File: config.mk
export PLATFORM = sky130hd
export DESIGN_NAME = sram_bus_arbiter
export DESIGN_NICKNAME = d
export VERILOG_FILES = /design/src/rtl/sram_bus_arbiter.sv
export SDC_FILE = /design/constraint.sdc
export NUM_CORES = 1
export LEC_CHECK = 0
export CORE_AREA = 2 2 111 113
export CTS_BUF_LIST = sky130_fd_sc_hd__clkbuf_4
export DETAILED_ROUTE_END_ITERATION = 10
export DIE_AREA = 0 0 113 115
export HOLD_SLACK_MARGIN = 0.06
export PLACE_DENSITY = 0.62
export SLEW_MARGIN = 0
export SYNTH_ARGS = -nofsm -noshare
export SYNTH_HDL_FRONTEND = slang
export SYNTH_SLANG_ARGS = --single-unit
File: constraint.sdc
create_clock -name clk -period 5.2 [get_ports clk]
set_input_delay 1.04 -clock clk [delete_from_list [all_inputs] [get_ports clk]]
set_output_delay 1.04 -clock clk [all_outputs]
set_load 0.005 [all_outputs]
File: src/rtl/sram_bus_arbiter.sv
// Two-to-one SRAM-like bus arbiter: data requests win the address phase, and an in-order
// source FIFO routes each bus response back to its requester.
module sram_bus_arbiter #(
  parameter int DEPTH = 4
) (
  input  logic        clk,
  input  logic        reset,
  input  logic        inst_req,
  input  logic [31:0] inst_addr,
  output logic        inst_addr_ok,
  output logic        inst_data_ok,
  output logic [31:0] inst_rdata,
  input  logic        data_req,
  input  logic        data_wr,
  input  logic [1:0]  data_size,
  input  logic [31:0] data_addr,
  input  logic [3:0]  data_wstrb,
  input  logic [31:0] data_wdata,
  output logic        data_addr_ok,
  output logic        data_data_ok,
  output logic [31:0] data_rdata,
  input  logic        flush,
  output logic        bus_req,
  output logic        bus_wr,
  output logic [1:0]  bus_size,
  output logic [31:0] bus_addr,
  output logic [3:0]  bus_wstrb,
  output logic [31:0] bus_wdata,
  input  logic        bus_addr_ok,
  input  logic        bus_data_ok,
  input  logic [31:0] bus_rdata
);
  localparam int PW = $clog2(DEPTH);
  localparam int CW = PW + 1;

  // Valid/ready: an address phase transfers on a cycle with req and addr_ok both high; a
  // requester holds req and its payload stable until it sees addr_ok, and responses return
  // in issue order, one per data_ok.
  typedef enum logic [1:0] {GNT_NONE = 2'd0, GNT_INST = 2'd1, GNT_DATA = 2'd2} gnt_e;

  gnt_e             gnt_q, gnt_d;
  logic [CW-1:0]    count_q, count_d;
  logic [PW-1:0]    rd_ptr_q, rd_ptr_d;
  logic [PW-1:0]    wr_ptr_q, wr_ptr_d;
  logic [DEPTH-1:0] src_q, src_d;
  logic [DEPTH-1:0] cancel_q, cancel_d;

  logic full, sel_inst, sel_data, hs, pop, head_src, head_cancel;

  always_comb begin
    full     = (count_q == CW'(DEPTH));
    sel_data = (gnt_q == GNT_DATA) || ((gnt_q == GNT_NONE) && data_req);
    sel_inst = (gnt_q == GNT_INST) || ((gnt_q == GNT_NONE) && !data_req && inst_req);

    bus_req   = !full && ((sel_data && data_req) || (sel_inst && inst_req));
    bus_wr    = sel_data ? data_wr : 1'b0;
    bus_size  = sel_data ? data_size : (sel_inst ? 2'd2 : 2'd0);
    bus_addr  = sel_data ? data_addr : (sel_inst ? inst_addr : 32'd0);
    bus_wstrb = sel_data ? data_wstrb : 4'd0;
    bus_wdata = sel_data ? data_wdata : 32'd0;

    hs           = bus_req && bus_addr_ok;
    inst_addr_ok = hs && sel_inst;
    data_addr_ok = hs && sel_data;

    // A response with nothing outstanding is stray and is neither popped nor routed.
    pop          = bus_data_ok && (count_q != '0);
    head_src     = src_q[rd_ptr_q];
    head_cancel  = cancel_q[rd_ptr_q];
    data_data_ok = pop && head_src;
    inst_data_ok = pop && !head_src && !head_cancel;
    inst_rdata   = bus_rdata;
    data_rdata   = bus_rdata;
  end

  always_comb begin
    gnt_d    = gnt_q;
    rd_ptr_d = rd_ptr_q;
    wr_ptr_d = wr_ptr_q;
    src_d    = src_q;
    cancel_d = cancel_q;

    if (hs) begin
      gnt_d = GNT_NONE;
    end else if ((gnt_q == GNT_NONE) && bus_req) begin
      gnt_d = sel_data ? GNT_DATA : GNT_INST;
    end

    if (pop) begin
      rd_ptr_d = rd_ptr_q + PW'(1);
    end

    // Marking stale slots is harmless: every push rewrites its own cancel bit.
    if (flush) begin
      cancel_d = cancel_q | ~src_q;
    end

    if (hs) begin
      src_d[wr_ptr_q]    = sel_data;
      cancel_d[wr_ptr_q] = flush && sel_inst;
      wr_ptr_d           = wr_ptr_q + PW'(1);
    end

    count_d = count_q + CW'(hs) - CW'(pop);
  end

  always_ff @(posedge clk or posedge reset) begin
    if (reset) begin
      gnt_q    <= GNT_NONE;
      count_q  <= '0;
      rd_ptr_q <= '0;
      wr_ptr_q <= '0;
      src_q    <= '0;
      cancel_q <= '0;
    end else begin
      gnt_q    <= gnt_d;
      count_q  <= count_d;
      rd_ptr_q <= rd_ptr_d;
      wr_ptr_q <= wr_ptr_d;
      src_q    <= src_d;
      cancel_q <= cancel_d;
    end
  end

endmodule

Word level (Yosys, flattened, before mapping)

Cells that the tools add are included.

Bits in registers: 17
Input port bits: 142
Output and inout port bits: 140

$add $sub $neg: 4
Order comparisons: 3
Eq/ne operators: 3
Mux-type cells: 20
Bitwise gates (word level): 2
Reductions and logical operators: 26

Operators by type and width:

| operator              | count |
|---|---|
| $mux W32              | 3 |
| $logic_and A1 B1 Y1   | 16 |
| $mux W4               | 3 |
| $mux W2               | 5 |
| $bwmux W4             | 2 |
| $lt A2 B3 Y1 const B  | 2 |
| $add A2 B1 Y2 const B | 2 |
| $bmux W1 S2           | 2 |
| $logic_not A1 Y1      | 4 |
| $mux W1               | 4 |
| $not A4 Y4            | 1 |
| $or A4 B4 Y4          | 1 |
| $add A3 B1 Y3         | 1 |
| $eq A3 B3 Y1 const B  | 1 |
| $logic_or A1 B1 Y1    | 3 |
| $reduce_bool A3 Y1    | 1 |
| $sub A3 B1 Y3         | 1 |
| $demux W1 S2          | 1 |
| $eq A2 B1 Y1 const B  | 1 |
| $eq A2 B2 Y1 const B  | 1 |
| $ge A2 B1 Y1 const B  | 1 |
| $logic_not A2 Y1      | 1 |
| $reduce_bool A2 Y1    | 1 |

Longest topological paths before layout

Word-level depth: 10
Mapped depth: 9

Worst setup path after synthesis

OpenSTA, ideal clock, no wires.

Path kind: input to output
From: input port data_req
To: output port bus_addr[10]
Arrival: 1.788 ns
Data required time: 4.160 ns
Slack: 2.372 ns
Stages: 4
Buffers on the path: 1
Path through: nand2b_1 -> a21oi_2 -> buf_2 -> a22o_1

Cells in the longest elaborated chain, start to end: 6
Elaborated cells on any way between the ends: 8
Those cells by class: mux: 2; reduce/logical: 6

Ends and longest elaborated chain:

| element                          | line | RTL |
|---|---|---|
| from (decl)                      | 13   | `input logic data_req,` |
| $logic_not A1 Y1                 | 53   | `sel_inst = (gnt_q == GNT_INST) \|\| ((gnt_q == GNT_NONE) && !data_req && inst_req);` |
| $logic_and A1 B1 Y1 (2 in a row) | 53   |  |
| $logic_or A1 B1 Y1               | 53   |  |
| $mux W32                         | 58   | `bus_addr = sel_data ? data_addr : (sel_inst ? inst_addr : 32'd0);` |
| $mux W32 *                       | 58   |  |
| to (decl)                        | 26   | `output logic [31:0] bus_addr,` |

Every way passes the cells marked *; elsewhere a longest branch is shown, timed or not.

Worst setup path in the final report

From: input port data_req
To: output port bus_addr[8]

The elaborated chain is that of the path after synthesis.

==> run summary <==
Status - finished, violations left
Failing checks - design-rule violations
HPWL Detailed - 6.95 mm
Clk_skew - 0.00464 ns
Dpl ws - 1.04 ns
Wirelength per Cell - 16.5 µm
Worst skew pair latency - 0.28 ns
Slowest cell on the critical path - clkdlybuf4s50_1
Register area share after synthesis - 20.8%
Clk slew on worst S/H paths - 0.09 ns
Area grow syn2layout - 76.3%
Vias in the first global route - 1,931
Post-synth top cells - buf_4 (64), and2_1 (39), a22o_1 (32)
Hold-fix buffers at CTS - 0
Max-slew violations - 0
CTS tree - done
DR vias - 1,963
Initial antenna violation count - 1
Pwr/cell area - 410 nW/µm²
Yosys top cell by area - buf_4
Met2 usage - 21.8%
Num CTS Buffers - 3
Clk sinks - 17
Placed cell areas - 3580 µm²
CP startpoint kind - input port
RSZ-0062 raised after global routing - no
GPL Wtd Cong - 0.794
Pre-antenna DRT Iters - 7
Vias/cell - 3.95
Avg Inst Size Synth - 8.79 µm²
Io pins - 282
Count leader, synth - buf_4
Ranking of synthesized cells by area - buf_4 (23%), dfrtp_1 (21%), a22o_1 (14%)
Share of the synthesized area in the top cell type - 23.5%
WP data arrival - 3.10 ns
Worst relative slew slack - 54.0%
Final period util - 79.7%
Worst Max-Slew Pin Slew - 0.689 ns
Final Hold Viols - 0
Leakage power - 1.40 nW
H-tree levels - 1
Peak Freq - 241 MHz
Routed Antenna Nets - 0
PostCTS Resize Cnt - 0
Synth Instances - 233
Crit path capture type - output port
First-pass GRT wire length - 11.3 mm
Top FF cell, synth - dfrtp_1
Drt first-iter violations - 77
Clock Path Buffers - 2
Critical path, cell by cell - clkdlybuf4s50_1, nor2_1, nor2_4, buf_4, a22o_1, clkdlybuf4s50_1
Largest net degree at the start of global routing - 77
Fin Setup TNS - 0 ns
GRT busiest layer - met2
Synthesis warning total - 0
EDFF count, synth - 0
Tmin final - 4.14 ns
# Post-CTS Setup Buffers - 0
Row count - 40
Max incr delay on CP - 0.52 ns
Worst Hold Path Cells - 1
Port bufs - 185
HP Class - flip-flop to flip-flop
Fraction of layout cells with a size suffix above 1 - 5.73%
Syn Nets - 381
Initial core utilization - 17.3%
Number of cells on the worst reg-to-reg path - 8
Seq cells post-synth - 17
Worst vdd ir - 0.237 mV
Design area - 3610 µm²
Met3 usage in global routing - 2.53%
DIE AREA - 13,000 µm²
DIE WIDTH - 113 µm
Total GRT Usage - 11.1%
PnR worst setup slack - 1.06 ns
Max-Cap Viols - 0
Nets - 498
Post-Route WL - 8.18 mm
Met1 Track Usage GR - 12.4%
Post-Syn Area - 2050 µm²
Most used cell, CP - clkdlybuf4s50_1
WP data required - 4.16 ns
WHS - 0.521 ns
Final setup violation count - 0
Core ar. - 11,800 µm²
Setup Crit Path Kind - input port to output port
Overflow after GRT - 0
Synth cell types - 31
Clock root cell - clkbuf_4
Die height - 115 µm
# DRC - 20
Ys async rst share - 100%
Crit path max fanout - 76
==> cell usage in the layout (no fill, tap or decap) <==
cell,instances
o31ai_1,2
clkbuf_4,4
ha_1,5
nor3_1,2
fa_1,1
a211oi_1,5
diode_2,1
a21oi_4,1
mux2_2,5
clkdlybuf4s50_1,185
nor2_4,1
xor2_1,1
nand2_1,4
a211o_1,1
nor3b_4,1
nand2b_4,1
a21oi_1,4
a22o_1,32
and2_1,39
mux4_2,2
nand2b_1,2
a211oi_4,1
mux2i_1,4
buf_4,3
inv_1,14
dfrtp_1,17
xnor2_1,5
o21ai_0,1
and2b_2,1
nor2_1,3
a21o_1,2
==> worst paths after layout <==
path	start	end	slack [ns]
setup / recovery	data_req	bus_addr[8]	1.06
hold / removal	count_q[2]$_DFF_PP0_	count_q[2]$_DFF_PP0_	0.52
setup reg to reg	gnt_q[0]$_DFFE_PP0P_	count_q[2]$_DFF_PP0_	2.89
hold reg to reg	count_q[2]$_DFF_PP0_	count_q[2]$_DFF_PP0_	0.52
max in group asynchronous	reset	gnt_q[0]$_DFFE_PP0P_	3.66
min in group asynchronous	reset	cancel_q[3]$_DFF_PP0_	1.13
==> logic make-up (layout without fill, tap and decap cells) <==
family | Yosys count | in the layout | share of synthesized area [%]
simple gates | 54 | 54 | 16.5
buf+inv | 90 | 206 | 29.2
xor+xnor | 6 | 6 | 2.57
other cells | 0 | 1 | 0
mux | 11 | 11 | 6.91
fa+ha+maj | 6 | 6 | 4.03
compound gates | 49 | 49 | 20.0
flops | 17 | 17 | 20.8
==> layout make-up <==
cell class	count	area, µm²
fill	1218	8200
timing repair buffer	188	1870
multi-input combinational	126	1040
sequential	17	425
tap	147	184
inverter	14	52.6
clock buffer	4	30.0
antenna	1	2.50
==> sequential cells by signal, summed over array words and instances, names as in the netlist <==
| signal | flops |
|---|---|
| cancel_q | 4 |
| count_q | 3 |
| gnt_q | 2 |
| rd_ptr_q | 2 |
| src_q | 4 |
| wr_ptr_q | 2 |
==> power breakdown <==
part	internal (mW)	switching, mW
clock network	0.0350	0.0396
logic	0.704	0.430
registers	0.199	0.0705
total	0.939	0.540
==> per-layer routing <==
| layer | up-vias | part of all wire, % |
|---|---|---|
| met4 | 0 | 1.2 |
| met2 | 108 | 55 |
| li1 | 953 | - |
| met3 | 4 | 7.2 |
| met5 | - | 0 |
| met1 | 898 | 37 |
==> worst max-delay path: cells and delay by family <==
family                 cells  cell delay [ns]
AND/OR/NAND/NOR            2             0.16
buffers and inverters      3             1.54
AO/OA/AOI/OAI              1             0.28
==> through the flow <==
step                utilization, %  power, mW  instances
CTS                           30.5       1.51        496
global placement              30.3       1.40        492
detailed placement            30.3       1.42        492
global route                  30.6       1.59        497
finish                        30.6       1.48        497
floorplan                        -      0.836        233
No activity file was read; power rests on OpenSTA's default activity.
